File: config.mk
export PLATFORM = sky130hd
export DESIGN_NAME = jackpot_round_ctrl
export DESIGN_NICKNAME = d
export VERILOG_FILES = /design/src/rtl/jackpot_round_ctrl.sv
export SDC_FILE = /design/constraint.sdc
export NUM_CORES = 1
export LEC_CHECK = 0
export ABC_AREA = 1
export ABC_CLOCK_PERIOD_IN_PS = 3200
export CELL_PAD_IN_SITES_DETAIL_PLACEMENT = 0
export CELL_PAD_IN_SITES_GLOBAL_PLACEMENT = 1
export CORE_MARGIN = 10
export CORE_UTILIZATION = 44
export DETAILED_ROUTE_END_ITERATION = 10
export PLACE_DENSITY = 0.8
export SYNTH_ARGS = -nofsm -noshare
export SYNTH_HDL_FRONTEND = slang
export SYNTH_SLANG_ARGS = --single-unit
export TNS_END_PERCENT = 50
File: constraint.sdc
create_clock -name CLOCK -period 3.2 [get_ports CLOCK]
set_clock_uncertainty 0.1 [all_clocks]
set_input_delay 0.96 -clock CLOCK [delete_from_list [all_inputs] [get_ports CLOCK]]
set_output_delay 0.96 -clock CLOCK [all_outputs]
set_load 0.005 [all_outputs]
File: src/rtl/jackpot_round_ctrl.sv
// Jackpot board game sequencer: one-hot LED rotation, synchronised switch
// edge detection, hit/miss judging, levels with a shrinking step period.
module jackpot_round_ctrl #(
  parameter int unsigned TICK_DIV   = 7000000,
  parameter int unsigned LEVEL_STEP = 1000000,
  parameter int unsigned NUM_LEVELS = 4,
  parameter int unsigned WIN_HOLD   = 8,
  parameter int unsigned MAX_MISSES = 3
) (
  input  logic       CLOCK,
  input  logic       RESET,
  input  logic       START,
  input  logic [3:0] SWITCHES,
  output logic [3:0] LEDS,
  output logic [1:0] LEVEL,
  output logic [7:0] SCORE,
  output logic [2:0] MISSES,
  output logic       GAME_OVER
);

  localparam int unsigned CW = (TICK_DIV > 1) ? $clog2(TICK_DIV) : 1;
  localparam int unsigned HW = $clog2(WIN_HOLD + 1);

  typedef enum logic [2:0] {
    S_IDLE,
    S_RUN,
    S_WIN,
    S_OVER,
    S_DONE
  } state_t;

  state_t          state_q, state_d;
  logic [3:0]      sync1_q, sync1_d;
  logic [3:0]      sync2_q, sync2_d;
  logic [3:0]      prev_q, prev_d;
  logic [CW-1:0]   timer_q, timer_d;
  logic [HW-1:0]   hold_q, hold_d;
  logic [3:0]      leds_q, leds_d;
  logic [1:0]      level_q, level_d;
  logic [7:0]      score_q, score_d;
  logic [2:0]      misses_q, misses_d;
  logic            game_over_q, game_over_d;

  logic [3:0]      rise;
  logic [31:0]     period_m1;
  logic            step_tick;
  logic            hit;
  logic            miss;
  logic            new_game;

  // The game-over toggle always runs at the level-0 rate.
  always_comb begin
    if (state_q == S_OVER) period_m1 = TICK_DIV - 1;
    else                   period_m1 = TICK_DIV - 32'(level_q) * LEVEL_STEP - 1;
  end

  assign rise      = sync2_q & ~prev_q;
  assign step_tick = (32'(timer_q) == period_m1);
  assign hit       = $onehot(rise) && (rise == leds_q);
  assign miss      = (rise != '0) && !hit;
  assign new_game  = START && (state_q == S_IDLE || state_q == S_OVER ||
                               state_q == S_DONE);

  always_comb begin
    state_d     = state_q;
    sync1_d     = SWITCHES;
    sync2_d     = sync1_q;
    prev_d      = sync2_q;
    timer_d     = step_tick ? '0 : timer_q + CW'(1);
    hold_d      = hold_q;
    leds_d      = leds_q;
    level_d     = level_q;
    score_d     = score_q;
    misses_d    = misses_q;
    game_over_d = game_over_q;

    if (new_game) begin
      state_d     = S_RUN;
      leds_d      = 4'b0001;
      level_d     = '0;
      score_d     = '0;
      misses_d    = '0;
      timer_d     = '0;
      game_over_d = 1'b0;
    end else begin
      case (state_q)
        S_IDLE: begin
          timer_d = '0;
          leds_d  = '0;
        end
        S_RUN: begin
          // A decision takes priority over a coincident rotation step.
          if (hit) begin
            score_d = (score_q == 8'hFF) ? score_q : score_q + 8'd1;
            state_d = S_WIN;
            leds_d  = '1;
            timer_d = '0;
            hold_d  = '0;
          end else if (miss) begin
            misses_d = misses_q + 3'd1;
            if (misses_d == 3'(MAX_MISSES)) begin
              state_d     = S_OVER;
              leds_d      = 4'b0101;
              timer_d     = '0;
              game_over_d = 1'b1;
            end
          end else if (step_tick) begin
            leds_d = {leds_q[2:0], leds_q[3]};
          end
        end
        S_WIN: begin
          if (step_tick) begin
            if (hold_q == HW'(WIN_HOLD - 1)) begin
              timer_d = '0;
              if (level_q == 2'(NUM_LEVELS - 1)) begin
                state_d     = S_DONE;
                game_over_d = 1'b1;
              end else begin
                state_d = S_RUN;
                level_d = level_q + 2'd1;
                leds_d  = 4'b0001;
              end
            end else begin
              hold_d = hold_q + HW'(1);
            end
          end
        end
        S_OVER: begin
          if (step_tick) leds_d = ~leds_q;
        end
        S_DONE: begin
          timer_d = '0;
        end
        default: begin
          state_d = S_IDLE;
          leds_d  = '0;
          timer_d = '0;
        end
      endcase
    end
  end

  always_ff @(posedge CLOCK or posedge RESET) begin
    if (RESET) begin
      state_q     <= S_IDLE;
      sync1_q     <= '0;
      sync2_q     <= '0;
      prev_q      <= '0;
      timer_q     <= '0;
      hold_q      <= '0;
      leds_q      <= '0;
      level_q     <= '0;
      score_q     <= '0;
      misses_q    <= '0;
      game_over_q <= 1'b0;
    end else begin
      state_q     <= state_d;
      sync1_q     <= sync1_d;
      sync2_q     <= sync2_d;
      prev_q      <= prev_d;
      timer_q     <= timer_d;
      hold_q      <= hold_d;
      leds_q      <= leds_d;
      level_q     <= level_d;
      score_q     <= score_d;
      misses_q    <= misses_d;
      game_over_q <= game_over_d;
    end
  end

  assign LEDS      = leds_q;
  assign LEVEL     = level_q;
  assign SCORE     = score_q;
  assign MISSES    = misses_q;
  assign GAME_OVER = game_over_q;

endmodule

# After elaboration in Yosys (flattened, before gate mapping)
# Cells that the tools add are included.
# word_totals
regBits	60
input_bits	7
# classes
n_addsub	10
n_mul	1
eq_ne	31
muxes	52
bitwise_logic	4
n_reduce_logical	24
# ops
op	n
23-bit 2-to-1 mux	7
23-bit one-hot mux with 3 select lines	1
4-bit 2-to-1 mux	12
3-bit 2-to-1 mux	11
23-bit by 32-bit == test with 1-bit output	1
32-bit 2-to-1 mux	1
8-bit 2-to-1 mux	4
24-bit by 2-bit subtractor with 25-bit output (second input constant)	1
3-bit != test (second input constant)	8
23-bit by 22-bit subtractor with 24-bit output (first input constant)	1
23-bit by 1-bit adder with 23-bit output (second input constant)	1
2-bit by 14-bit multiplier with 16-bit output (second input constant)	1
4-bit one-hot mux with 4 select lines	1
7-bit AND reduction	2
2-bit nonzero test	7
2-bit != test (second input constant)	6
2-bit 2-to-1 mux	5
5-bit != test (second input constant)	2
5-bit AND reduction	2
3-bit by 2-bit == test with 1-bit output (second input constant)	3
3-bit one-hot mux with 3 select lines	1
8-bit by 1-bit adder with 8-bit output (second input constant)	1
8-bit == test (second input constant)	1
4-bit != test (second input constant)	2
other kinds (26)	40

# Longest topological paths before layout
# logic_depth
ltp_word	12
ltp_mapped	20

# Worst setup path after synthesis
# No wires, ideal clock.
# synth_path
path_kind	reg-to-reg
start	register prev_q[0]
end	register score_q[5] (netlist: SCORE[5])
setup_time_ns	0.117
arrival_time_ns	2.737
slack_ns	0.246
stages_incl_launch_ff	19
synth_period_minus_slack_ns	2.954
path_cell_list	dfrtp_1 > inv_1 > nand2_1 > fa_1 > inv_1 > ha_1 > ha_1 > nor2_1 > nand2_1 > nor3_4 > nand3_2 > nor2_1 > nand2_1 > nor2_1 > nand3_1 > nor2_1 > nand2_1 > nand2_1 > nor2_1
# synth_between
elab_chain_cells	8
elab_cells_between_ends	9
# synth_lines
element	line_no	source
start: declaration	35	logic [3:0] prev_q, prev_d;
start signal: assignment	160	prev_q <= prev_d;
4-bit NOT *	57	assign rise = sync2_q & ~prev_q;
4-bit AND *	57	
1-bit by 1-bit adder with 2-bit output (not written as such)	59	assign hit = $onehot(rise) && (rise == leds_q);
2-bit by 2-bit adder with 3-bit output (not written as such)	59	
3-bit by 1-bit == test with 1-bit output	59	
1-bit logical AND *	59	
2-bit nonzero test (no line) *	n/a	
3-bit AND reduction (no line) *	n/a	
end signal: assignment	165	score_q <= score_d;
end: declaration	40	logic [7:0] score_q, score_d;
# Every way passes the cells marked *; elsewhere a longest branch is shown, timed or not.
# A chain may end at the register's enable or synchronous reset.

# Worst setup path after layout
# Same ends and word-level chain as after synthesis.

==> results.md <==
- Fmax: 331 MHz
- WL/cell: 14.1 µm
- Vias in the first global route: 3344
- Top-count cell post-synth: nand2_1
- Number of flops mapped to enable cells by yosys: 0
- Drt drc: 0
- Tcrit/Tclk final: 0.945
- Synth area leader: dfrtp_1
- Clk root buf: clkbuf_8
- Fraction of layout cells with a size suffix above 1: 0.140
- Worst setup EP type: flop
- Post-Route Utilization: 0.528
- Clock Path Buffers: 2
- Yosys reg bits: 60
- WHS: 0.255 ns
- CTS buffer count: 9
- Post-DRT Antenna Nets: 0
- Most instantiated cells after synthesis: 125 x nand2_1, 66 x inv_1, 61 x nor2_1
- CP max stage delay: 0.53 ns
- Final Hold Viols: 0
- Crit path kind: flop to flop
- RSZ-0062 raised after global routing: true
- Std cell rows: 34
- Worst slew pin tran: 0.639 ns
- WP data arrival: 3.16 ns
- Number of nets in the layout: 575
- Overall Global Routing Usage: 0.146
- Maxcap violations: 0
- Worst-path maximum fanout: 6
- Most used cell, CP: nand2_1
- Largest net degree at the start of global routing: 61
- Yosys cell types: 41
- Synthesized area per cell: 7.55 µm²
- Main area contributors after synthesis: dfrtp_1 39%, nand2_1 12%, nand3_1 6.4%, inv_1 6.4%, nor2_1 5.9%
- DRT iter0 DRCs: 220
- Worst slew margin: 0.573
- Die Ht: 114 µm
- Initial core utilization: 0.449
- Pwr Total: 3.29 mW
- Worst-skew pair later-pin latency: 0.34 ns
- Core area: 8640 µm²
- Diode count: 0
- CP max stage cell: fa_1
- CTS tree: built
- Status: completed
- Static Leak: 2.09 nW
- Final WL: 9.40 mm
- Yosys warns: 0
- Hold crit path type: flop to flop
- First-pass GRT wire length: 15.8 mm
- Pwr dens: 721 nW/µm²
- Clock sinks: 60
- I/O Buffers: 24
- Die ar.: 13000 µm²
- Top cell type's share of synthesized area: 0.387
- Nature of the critical path startpoint: flop
- I/O Pins: 25
- Final setup violation count: 0
- Final Max Slew Viols: 0
- Gpl congestion: 0.884
- Total grt overflow: 0
- Filler cells: 823
- Min Tclk post-route: 3.03 ns
- Asr flop ratio synth: 1.00
- Vias per cell: 5.19
- H-tree depth: 3
- Die W: 114 µm
- Data required time of the worst path: 3.34 ns
- Hpwl dp: 7.01 mm
- Sequential area share after synthesis: 0.387
- Syn_nets: 537
- Mapped Area: 3880 µm²
- Count of hold-fix buffers inserted at cts: 0
- Worst path cell trace: inv_1 -> nand2_2 -> fa_1 -> inv_1 -> ha_1 -> ha_1 -> nor2_1 -> nand2_1 -> nor3_4 -> nand3_4 -> nor2_2 -> nand2_2 -> nor2_4 -> nand3_2 -> nor2_2 -> nand2_1 -> nand2_1 -> nor2_1
- Initial antenna violation count: 0
- Dominant synthesized flop cell: dfrtp_1
- Clock transition at the registers of the reported paths: 0.08 ns
- Routed via count: 3453
- Max IR drop VDD: 0.266 mV
- Synth Instances: 514
- Area growth, synth to finish: 17.5%
- TritonRoute pass-1 iters: 5
[routing by layer]
layer  vias to the layer above  track usage  wire length, µm  share of wire
met3                        10       0.0336              439          0.047
met4                         0       0.0376               90         0.0096
met1                      1635        0.200             4640           0.49
met2                        69        0.227             4240           0.45
li1                       1739            -                -              -
met5                         -            0                0              0
[cell type report]
type	instances	area [µm²]	share of cell area
Sequential cell	60	1500	0.329
Clock inverter	7	82.6	0.0181
Clock buffer	9	124	0.0272
Inverter	71	268	0.0587
Timing Repair Buffer	30	298	0.0653
Multi-Input combinational cell	380	2150	0.472
Tap cell	108	135	0.0296
[cell usage in the layout (no fill, tap or decap), types with 2 or more instances in the layout]
cell and n:
nand2_1 123, inv_1 65, dfrtp_1 60, nor2_1 57, nand3_1 47, clkdlybuf4s50_1 24, nor3_1 18, nor2_2 15
ha_1 15, o21ai_0 14, a21oi_1 13, xor2_1 10, nand4_1 9, clkbuf_8 9, nand3_2 8, nand2_2 7
nand3_4 5, inv_2 5, buf_4 5, nor2_4 4, a31oi_1 4, nand3b_1 3, nand2_4 3, nor4_1 3
nor3b_1 3, inv_6 3, xnor2_1 2, o21ai_1 2, o22ai_1 2, clkinvlp_4 2
[kinds of logic after synthesis]
kind of cell | Yosys count | synth area share
buf+inv | 76 | 0.0806
flops | 60 | 0.387
fa+ha+maj | 16 | 0.0535
xor+xnor | 12 | 0.0271
compound gates | 42 | 0.0655
simple gates | 308 | 0.386
[through the flow]
stage / worst slack, ns / instances / cell area (µm²) / setup TNS (ns)
after global routing: -0.0281 / 665 / 4560 / -0.0550
after floorplan: 0.246 / 514 / 3880 / 0
after detailed placement: 0.0238 / 646 / 4260 / 0
after global placement: 0.0946 / 646 / 4260 / 0
after CTS: 0.0143 / 662 / 4470 / 0
final: 0.175 / 665 / 4560 / 0
[worst max-delay path, delay by kind of cell, from the launching register on]
kind                       cells  cell delay [ns]
and+or+nand+nor               13             1.32
adders and majority gates      3             0.99
DFF                            1             0.37
buffers and inverters          2             0.13
[flip-flops by register name, indices dropped and copies added (netlist names)]
signal / cells
timer_q: 23
GAME_OVER: 1
SCORE: 8
state_q: 3
LEDS: 4
MISSES: 3
hold_q: 4
prev_d: 4
LEVEL: 2
sync1_q: 4
prev_q: 4
[repair_timing]
action                                  in CTS  in global routing
hold endpoints to repair                     0                  0
buffers inserted                             0                  1
cloned                                       0                  2
pin swaps                                    1                  7
gates resized for setup                      0                 15
endpoints found under the setup margin       1                 33
[report_power, final]
| part | total [mW] | switching [mW] | internal (mW) |
|---|---|---|---|
| combinational | 1.56 | 0.990 | 0.569 |
| sequential | 1.01 | 0.149 | 0.859 |
| clock | 0.719 | 0.346 | 0.373 |
[final timing paths]
kind / cells past startpoint / to / slack (ns) / start
setup / recovery: 18 / SCORE[5] / 0.17 / prev_q[0]
hold / removal: 0 / prev_d[3] / 0.26 / sync1_q[3]
setup reg to reg: 18 / SCORE[5] / 0.17 / prev_q[0]
hold reg to reg: 0 / prev_d[3] / 0.26 / sync1_q[3]
max in group asynchronous: 3 / state_q[2] / 1.85 / RESET
min in group asynchronous: 3 / hold_q[2] / 0.90 / RESET
Note: power is estimated with default switching activity, not from simulation.
